==> src/rtl/pdh_capture_sequencer_if.sv <==
// Stream bundle carrying captured PDH words from the capture sequencer to the DMA engine.
// valid/ready: a word transfers on a cycle where tvalid & tready are both high; once tvalid rises,
// tdata/tlast stay stable and tvalid stays high until that transfer (or an abort) happens.
interface pdh_capture_sequencer_if #(
  parameter int DATA_WIDTH = 64
);
  logic [DATA_WIDTH-1:0] tdata;
  logic                  tvalid;
  logic                  tready;
  logic                  tlast;

  modport master (output tdata, output tvalid, output tlast, input tready);
  modport slave  (input tdata, input tvalid, input tlast, output tready);
endinterface

==> src/rtl/pdh_capture_sequencer.sv <==
// Sequences one DMA frame capture of the PDH datapath word onto a valid/ready stream.
// Optional watchdog on the DMA wait states is built only when PDH_SEQ_TIMEOUT_EN is defined.
module pdh_capture_sequencer #(
  parameter int DATA_WIDTH     = 64,
  parameter int LEN_WIDTH      = 16,
  parameter int DECIM_WIDTH    = 8,
  parameter int TIMEOUT_CYCLES = 2**24
) (
  input  logic                   clk,
  input  logic                   rst_ni,
  input  logic                   arm_i,
  input  logic                   abort_i,
  input  logic [LEN_WIDTH-1:0]   frame_len_i,
  input  logic [DECIM_WIDTH-1:0] decim_i,
  input  logic [DATA_WIDTH-1:0]  sample_i,
  input  logic                   dma_engaged_i,
  input  logic                   dma_finished_i,
  pdh_capture_sequencer_if.master m,
  output logic                   busy_o,
  output logic                   done_o,
  output logic                   overflow_o,
  output logic                   timeout_o,
  output logic [2:0]             state_o,
  output logic [LEN_WIDTH-1:0]   count_o
);

  typedef enum logic [2:0] {
    S_IDLE     = 3'd0,
    S_WAIT_ENG = 3'd1,
    S_CAPTURE  = 3'd2,
    S_WAIT_FIN = 3'd3,
    S_DONE     = 3'd4
  } state_t;

  state_t                 state_q, state_d;
  logic [LEN_WIDTH-1:0]   len_q, count_q, loaded_q;
  logic [DECIM_WIDTH-1:0] decim_q, decim_cnt_q;
  logic [DATA_WIDTH-1:0]  tdata_q;
  logic                   tvalid_q, overflow_q;
  logic                   arm_ok, tick, room, reg_free, hs, last_word, wd_expire;

  assign arm_ok    = (state_q == S_IDLE) && arm_i && !abort_i && (frame_len_i != '0);
  assign tick      = (state_q == S_CAPTURE) && (decim_cnt_q == decim_q);
  assign room      = (loaded_q != len_q);
  assign reg_free  = !tvalid_q || m.tready;
  assign hs        = tvalid_q && m.tready;
  assign last_word = (count_q == len_q - LEN_WIDTH'(1));

  always_ff @(posedge clk or negedge rst_ni) begin
    if (!rst_ni) state_q <= S_IDLE;
    else         state_q <= state_d;
  end

  always_comb begin
    state_d = state_q;
    if (abort_i) begin
      state_d = S_IDLE;
    end else begin
      case (state_q)
        S_IDLE:     if (arm_ok) state_d = S_WAIT_ENG;
        S_WAIT_ENG: if (dma_engaged_i) state_d = S_CAPTURE;
                    else if (wd_expire) state_d = S_IDLE;
        S_CAPTURE:  if (hs && last_word) state_d = S_WAIT_FIN;
        S_WAIT_FIN: if (dma_finished_i) state_d = S_DONE;
                    else if (wd_expire) state_d = S_IDLE;
        S_DONE:     state_d = S_IDLE;
        default:    state_d = S_IDLE;
      endcase
    end
  end

  always_comb begin
    busy_o     = (state_q != S_IDLE);
    done_o     = (state_q == S_DONE);
    state_o    = state_q;
    count_o    = count_q;
    overflow_o = overflow_q;
  end

  assign m.tdata  = tdata_q;
  assign m.tvalid = tvalid_q;
  assign m.tlast  = tvalid_q && last_word;

  // A tick that finds the output register still stalled drops its sample rather than queueing it.
  always_ff @(posedge clk or negedge rst_ni) begin
    if (!rst_ni) begin
      len_q       <= '0;
      decim_q     <= '0;
      count_q     <= '0;
      loaded_q    <= '0;
      decim_cnt_q <= '0;
      tdata_q     <= '0;
      tvalid_q    <= 1'b0;
      overflow_q  <= 1'b0;
    end else begin
      if (arm_ok) begin
        len_q      <= frame_len_i;
        decim_q    <= decim_i;
        count_q    <= '0;
        loaded_q   <= '0;
        overflow_q <= 1'b0;
      end
      if (abort_i) begin
        tvalid_q    <= 1'b0;
        decim_cnt_q <= '0;
      end else if (state_q == S_CAPTURE) begin
        decim_cnt_q <= tick ? '0 : decim_cnt_q + DECIM_WIDTH'(1);
        if (hs) count_q <= count_q + LEN_WIDTH'(1);
        if (tick && room && reg_free) begin
          tdata_q  <= sample_i;
          tvalid_q <= 1'b1;
          loaded_q <= loaded_q + LEN_WIDTH'(1);
        end else if (hs) begin
          tvalid_q <= 1'b0;
        end
        if (tick && room && !reg_free) overflow_q <= 1'b1;
      end else begin
        decim_cnt_q <= '0;
      end
    end
  end

`ifdef PDH_SEQ_TIMEOUT_EN
  localparam int WD_W = $clog2(TIMEOUT_CYCLES + 1);
  logic [WD_W-1:0] wd_q;
  logic            timeout_q, wait_st;

  assign wait_st   = (state_q == S_WAIT_ENG) || (state_q == S_WAIT_FIN);
  assign wd_expire = wait_st && (wd_q == WD_W'(TIMEOUT_CYCLES - 1));
  assign timeout_o = timeout_q;

  // Leaving a wait state to IDLE without abort can only be the watchdog firing.
  always_ff @(posedge clk or negedge rst_ni) begin
    if (!rst_ni) begin
      wd_q      <= '0;
      timeout_q <= 1'b0;
    end else begin
      wd_q <= (!wait_st || state_d != state_q) ? '0 : wd_q + WD_W'(1);
      if (arm_ok) timeout_q <= 1'b0;
      else if (wait_st && !abort_i && state_d == S_IDLE) timeout_q <= 1'b1;
    end
  end
`else
  localparam int unused_timeout_cycles = TIMEOUT_CYCLES;
  assign wd_expire = 1'b0;
  assign timeout_o = 1'b0;
`endif

endmodule

==> src/flat_wrapper.sv <==
// flat-port wrapper written by rule: the top's interface ports become plain ports
module pdh_capture_sequencer_flat 
#(
  parameter int DATA_WIDTH     = 64,
  parameter int LEN_WIDTH      = 16,
  parameter int DECIM_WIDTH    = 8,
  parameter int TIMEOUT_CYCLES = 2**24
)
  (clk, rst_ni, arm_i, abort_i, frame_len_i, decim_i, sample_i, dma_engaged_i, dma_finished_i, busy_o, done_o, overflow_o, timeout_o, state_o, count_o, m_tdata, m_tvalid, m_tlast, m_tready);
  pdh_capture_sequencer_if #(.DATA_WIDTH(DATA_WIDTH)) m_i ();
  input  logic clk;
  input  logic rst_ni;
  input  logic arm_i;
  input  logic abort_i;
  input  logic [LEN_WIDTH-1:0] frame_len_i;
  input  logic [DECIM_WIDTH-1:0] decim_i;
  input  logic [DATA_WIDTH-1:0] sample_i;
  input  logic dma_engaged_i;
  input  logic dma_finished_i;
  output logic busy_o;
  output logic done_o;
  output logic overflow_o;
  output logic timeout_o;
  output logic [2:0] state_o;
  output logic [LEN_WIDTH-1:0] count_o;
  output wire logic [$bits(m_i.tdata)-1:0] m_tdata;
  output wire logic [$bits(m_i.tvalid)-1:0] m_tvalid;
  output wire logic [$bits(m_i.tlast)-1:0] m_tlast;
  input wire logic [$bits(m_i.tready)-1:0] m_tready;
  assign m_tdata = m_i.tdata;
  assign m_tvalid = m_i.tvalid;
  assign m_tlast = m_i.tlast;
  assign m_i.tready = m_tready;
  pdh_capture_sequencer #(.DATA_WIDTH(DATA_WIDTH), .LEN_WIDTH(LEN_WIDTH), .DECIM_WIDTH(DECIM_WIDTH), .TIMEOUT_CYCLES(TIMEOUT_CYCLES)) u_core (.clk(clk), .rst_ni(rst_ni), .arm_i(arm_i), .abort_i(abort_i), .frame_len_i(frame_len_i), .decim_i(decim_i), .sample_i(sample_i), .dma_engaged_i(dma_engaged_i), .dma_finished_i(dma_finished_i), .m(m_i), .busy_o(busy_o), .done_o(done_o), .overflow_o(overflow_o), .timeout_o(timeout_o), .state_o(state_o), .count_o(count_o));
endmodule
==> config.mk <==
export PLATFORM = sky130hd
export DESIGN_NAME = pdh_capture_sequencer_flat
export DESIGN_NICKNAME = d
export VERILOG_FILES = /design/src/rtl/pdh_capture_sequencer_if.sv /design/src/rtl/pdh_capture_sequencer.sv /design/src/flat_wrapper.sv
export SDC_FILE = /design/constraint.sdc
export NUM_CORES = 1
export LEC_CHECK = 0
export ABC_AREA = 1
export CAP_MARGIN = 40
export CELL_PAD_IN_SITES_DETAIL_PLACEMENT = 0
export CELL_PAD_IN_SITES_GLOBAL_PLACEMENT = 1
export CORE_AREA = 3 3 131 165
export CTS_CLUSTER_DIAMETER = 150
export DETAILED_ROUTE_END_ITERATION = 7
export DIE_AREA = 0 0 134 168
export PLACE_DENSITY_LB_ADDON = 0.1
export SYNTH_ARGS = -nofsm -noshare
export SYNTH_HDL_FRONTEND = slang
export SYNTH_SLANG_ARGS = --single-unit
==> constraint.sdc <==
create_clock -name clk -period 2.7 [get_ports clk]
set_clock_uncertainty 0.2 [all_clocks]
set_input_delay 0.27 -clock clk [delete_from_list [all_inputs] [get_ports clk]]
set_output_delay 0.27 -clock clk [all_outputs]
set_load 0.05 [all_outputs]
# ---- Word-level counts from Yosys, hierarchy flattened
# Cells that the tools add are included.
dict set report word_totals {
  elab_cells 72
  output_inout_bits 89
  reg_bits 133
}
dict set report classes {
  bitwise 1
  reduce_logical 22
  eq_ne 11
  n_mux 25
  n_addsub 4
}
# operator count
set op_table {}
lappend op_table {{$mux 16} 8}
lappend op_table {{$add 16x1->16 const B} 2}
lappend op_table {{$mux 8} 3}
lappend op_table {{$eq 16x16->1} 1}
lappend op_table {{$ne 16x16->1} 1}
lappend op_table {{$reduce_bool 16->1} 1}
lappend op_table {{$sub 16x1->16 const B} 1}
lappend op_table {{$mux 3} 5}
lappend op_table {{$pmux 3 s4} 1}
lappend op_table {{$logic_and 1x1->1} 10}
lappend op_table {{$add 8x1->8 const B} 1}
lappend op_table {{$eq 8x8->1} 1}
lappend op_table {{$mux 1} 8}
lappend op_table {{$eq 3x2->1 const B} 2}
lappend op_table {{$ne 3x2->1 const B} 2}
lappend op_table {{$ne 3x3->1 const B} 2}
lappend op_table {{$reduce_bool 3->1} 2}
lappend op_table {{$reduce_and 4->1} 1}
lappend op_table {{$eq 3x1->1 const B} 1}
lappend op_table {{$eq 3x3->1 const B} 1}
lappend op_table {{$logic_not 1->1} 3}
lappend op_table {{$logic_not 3->1} 1}
lappend op_table {{$reduce_and 3->1} 1}
lappend op_table {{$reduce_and 2->1} 1}
lappend op_table {{3 further kinds} 3}

# ---- Logic depth before layout (Yosys ltp)
dict set report depth {
  word_depth 8
  depth_mapped 16
  mapped_depth_nobuf 16
}

# ---- Worst setup path before layout
# OpenSTA, ideal clock, no wires.
dict set report synth_timing {
  kind {register to output}
  from {register u_core.len_q[0]}
  to {output port m_tlast}
  arrival_ns 2.597
  stages_incl_launch_ff 10
  n_path_buf 0
  required_ns 2.230
  setup_slack_ns -0.367
  cell_sequence {dfrtp_1 inv_1 ha_1 nand2_1 nor2_1 xor2_1 o21ai_0 nor3_1 nand2_1 nor3b_1}
}
dict set report synth_via {
  elab_chain_len 3
}
# item line_no
set synth_rtl {}
lappend synth_rtl {{from (decl)} pdh_capture_sequencer.sv:36} ;# logic [LEN_WIDTH-1:0] len_q, count_q, loaded_q;
lappend synth_rtl {{from (signal assigned)} pdh_capture_sequencer.sv:97} ;# len_q <= frame_len_i;
lappend synth_rtl {{$sub 16x1->16} pdh_capture_sequencer.sv:47} ;# assign last_word = (count_q == len_q - LEN_WIDTH'(1));
lappend synth_rtl {{$eq 16x16->1} pdh_capture_sequencer.sv:47}
lappend synth_rtl {{$logic_and 1x1->1} pdh_capture_sequencer.sv:82} ;# assign m.tlast = tvalid_q && last_word;
lappend synth_rtl {{to (decl)} flat_wrapper.sv:28} ;# output wire logic [$bits(m_i.tlast)-1:0] m_tlast;
# No other way between the ends.

# ---- Worst setup path in the final report
dict set report layout_timing {
  from {register u_core.len_q[1]}
  to {output port m_tlast}
}
# Same word-level chain as after synthesis.

==> run_results.csv <==
group,metric,value,unit
outcome,outcome,"finished, violations left",
outcome,violations,"negative setup slack",
cells_and_area,drive_gt1_frac,0.120,
timing,worst_slack,-0.151,ns
detailed_routing,top_layer_used,"met4",
yosys,yosysWarnings,0,
placement,placed_area,9340,µm²
power,powerDensity,1050,nW/µm²
clock_network,clk_latency,0.43,ns
placement,place_ws,-0.0822,ns
yosys,yosysSeqAreaShare,0.475,
detailed_routing,vias,6646,
yosys,ys_types,43,
detailed_routing,met1_length,8680,µm
power,ir_drop,0.000595,V
setup_path,timing.reg2reg.setup_slack,-0.07,ns
yosys,syn_nets,1032,
detailed_routing,drtIter0Drc,267,
setup_path,critPathLaunchType,"flop",
setup_path,cpMaxStageDelayCell,"dfrtp_1",
setup_path,max_stage_delay,0.39,ns
timing,tightest_slew,0.554,ns
floorplanning,std_cell_rows,58,
global_routing,grt_pass1_wl,34600,µm
detailed_routing,wl_met2,10600,µm
setup_path,crit_chain,"inv_2 > ha_4 > inv_2 > nor2_4 > nor2_4 > xor2_2 > o21ai_2 > a21oi_2 > nand2_1 > nor2_1 > nand3_1 > nor3b_2 > clkbuf_16",
timing,maxSlewViolCount,0,
setup_path,path_max_fanout,3,
timing,finalCritPeriodShare,1.06,
detailed_routing,dr.pass1.iters,4,
worst_hold_path,min_path_type,"primary input to asynchronous set/reset pin",
power,p_int,5.85,mW
floorplanning,core-area,20100,µm²
detailed_routing,wl_per_cell,14.7,µm
yosys,syn_area,7010,µm²
floorplanning,initial_core_util,0.349,
timing,rsz0062_at_grt,"yes",
detailed_routing,routed_wl,21200,µm
yosys,syn_area_per_cell,7.51,µm²
power,netSwitchingFraction,0.456,
clock_network,clock_path_buffers,2,
timing,timing.hold.ws,0.139,ns
detailed_routing,drcViolationCount,0,
detailed_routing,wl_met3,1660,µm
clock_network,clock-sinks,133,
timing,finalSetupTns,-0.282,ns
power,p_seq_frac,0.292,
global_routing,overflow,0,
flow_run,drv_cap,0,
detailed_routing,antenna_left,0,
clock_network,numCtsBuffers,17,
global_routing,grt_usage,0.192,
setup_path,worstSetupPathType,"flop to primary output",
power,combinationalPowerShare,0.507,
yosys,synth_ff_type,"dfrtp_1",
detailed_routing,vias_per_cell,4.61,
clock_network,htree_levels,4,
yosys,yosysMostFrequentCell,"nand2_1",
yosys,synth_area_leader_cell,"dfrtp_1",
timing,setup_violations,4,
power,p_switching,4.90,mW
power,p_total,10.7,mW
cells_and_area,design_area,10200,µm²
floorplanning,ios,184,
cells_and_area,num_antenna_cells,0,
floorplanning,dieArea,22500,µm²
cells_and_area,num-nets-final,1258,
yosys,synth_edf_count,0,
timing,period_minus_slack,2.85,ns
placement,dp_hpwl,15300,µm
timing,relSlewSlack,0.630,
yosys,ys_seq_elements,133,
floorplanning,dieWidth,134,µm
clock_network,cts_tree,"done",
placement,port_buffers,182,
yosys,synth_top_area_frac,0.475,
yosys,syn_inst,933,
clock_network,clk_pin_slew,0.06,ns
setup_path,cp-end-kind,"primary output",
power,pwr-share-clk,0.201,
global_routing,grt_max_degree,67,
global_routing,grt_pass1_vias,6694,
power,leakagePower,4.97,nW
floorplanning,chipHeight,168,µm
global_routing,antenna_found_initial,0,
timing,hold_viol_final,0,
timing,fmax,0.351,GHz
setup_path,worstPathArrival,2.38,ns
yosys,synth_common_cells,"nand2_1 (396), dfrtp_1 (133), inv_1 (76), nor2_1 (63), nand3_1 (56)",
yosys,async_flop_share,1.00,
yosys,synth_area_leaders,"dfrtp_1 (48%), nand2_1 (21%), inv_1 (4.1%), nand3_1 (4.0%), nor2_1 (3.4%)",
cells_and_area,synthToLayoutAreaGrowth,46.1,%
clock_network,root_buffer,"clkbuf_16",
placement,place.gp.congestion,0.861,
setup_path,critPathRequiredTime,2.23,ns
==> stage by stage <==
step	cells	util
2_1_floorplan	933	-
3_3_place_gp	1388	0.465
3_5_place_dp	1388	0.465
4_1_cts	1431	0.499
5_1_grt	1442	0.509
6_report	1442	0.509
==> power by group through the flow <==
stage          combinational, mW  clock, mW  sequential, mW
2_1_floorplan               1.47          0            4.77
3_3_place_gp                4.93          0            3.15
3_5_place_dp                4.92          0            3.16
4_1_cts                     5.19       2.23            3.14
5_1_grt                     5.88       2.32            3.24
6_report                    5.45       2.16            3.14
==> cell type report <==
| class | instances | area, µm² |
|---|---|---|
| clock buffers | 18 | 429 |
| clock inverters | 14 | 116 |
| fillers | 2004 | 9870 |
| inverters | 78 | 293 |
| multi-input cells | 688 | 3380 |
| flip-flops and latches | 133 | 3340 |
| well taps | 270 | 338 |
| repair buffers | 241 | 2340 |
==> routing by layer <==
| metal | vias up | track usage |
|---|---|---|
| met5 | - | 0 |
| met4 | 0 | 0.0649 |
| met2 | 178 | 0.323 |
| li1 | 3411 | - |
| met3 | 22 | 0.0711 |
| met1 | 3035 | 0.227 |
==> logic make-up (layout without fill, tap and decap cells) <==
kind of cell               after synthesis  in the layout  share of synthesized area
DFF                                    133            133                      0.475
AOI/OAI and AO/OA                       60             60                     0.0475
buffers and inverters                  112            351                     0.0666
muxes                                    2              2                    0.00286
xor gates and xnor gates                41             41                     0.0532
and+or+nand+nor                        580            580                      0.347
other                                    1              1                   0.000535
adders and majority gates                4              4                    0.00714
==> sequential cells by signal, summed over array words and instances, names as in the netlist <==
signal / count
u_core.loaded_q: 16
u_core.overflow_o: 1
u_core.m.tdata: 64
u_core.m.tvalid: 1
u_core.state_o: 3
u_core.len_q: 16
u_core.decim_cnt_q: 8
u_core.decim_q: 8
u_core.count_o: 16
==> final timing paths <==
path | start | end | cells past startpoint
setup reg to reg | u_core.len_q[1] | u_core.state_o[1] | 21
setup / recovery | u_core.len_q[1] | m_tlast | 13
hold reg to reg | u_core.m.tdata[3] | u_core.m.tdata[3] | 2
min in group clk | sample_i[45] | u_core.m.tdata[45] | 3
hold / removal | rst_ni | u_core.count_o[3] | 2
max in group asynchronous | rst_ni | u_core.len_q[8] | 3
==> timing repair <==
item                                    in CTS  in global routing
endpoints found under the hold margin       88                  0
gates resized for setup                     23                 34
gates cloned                                 0                  0
hold buffers                                 1                  0
pin swaps                                    2                 19
endpoints found under the setup margin      54                 59
buffers inserted                            10                 11
==> cells in the final DEF (no fill, tap or decap), types with 3 or more instances in the layout <==
cell             instances
nand3b_1                 6
o21ai_2                  3
inv_6                    5
clkbuf_16               18
nand2_2                  5
clkdlybuf4s50_1        180
o21ai_0                 29
and3_1                   3
nor4_1                   4
nor2_4                   8
dfrtp_2                  6
nand3_1                 52
buf_4                   52
nor3_1                  13
ha_1                     3
dfrtp_1                127
inv_1                   72
xnor2_1                 13
inv_2                    6
clkinvlp_4               3
xor2_1                  25
nand3_2                  4
nand2_1                390
nand4_1                 26
nor2_2                   7
a21oi_1                 16
buf_12                   4
nor2_1                  51
==> worst max-delay path, delay by kind of cell (launching register included) <==
family / cells / cell delay, ns
compound gates: 2 / 0.21
xor+xnor: 1 / 0.18
fa+ha+maj: 1 / 0.16
buf+inv: 3 / 0.34
flops: 1 / 0.39
simple gates: 6 / 0.66
Power figures use the tool's default switching activity.
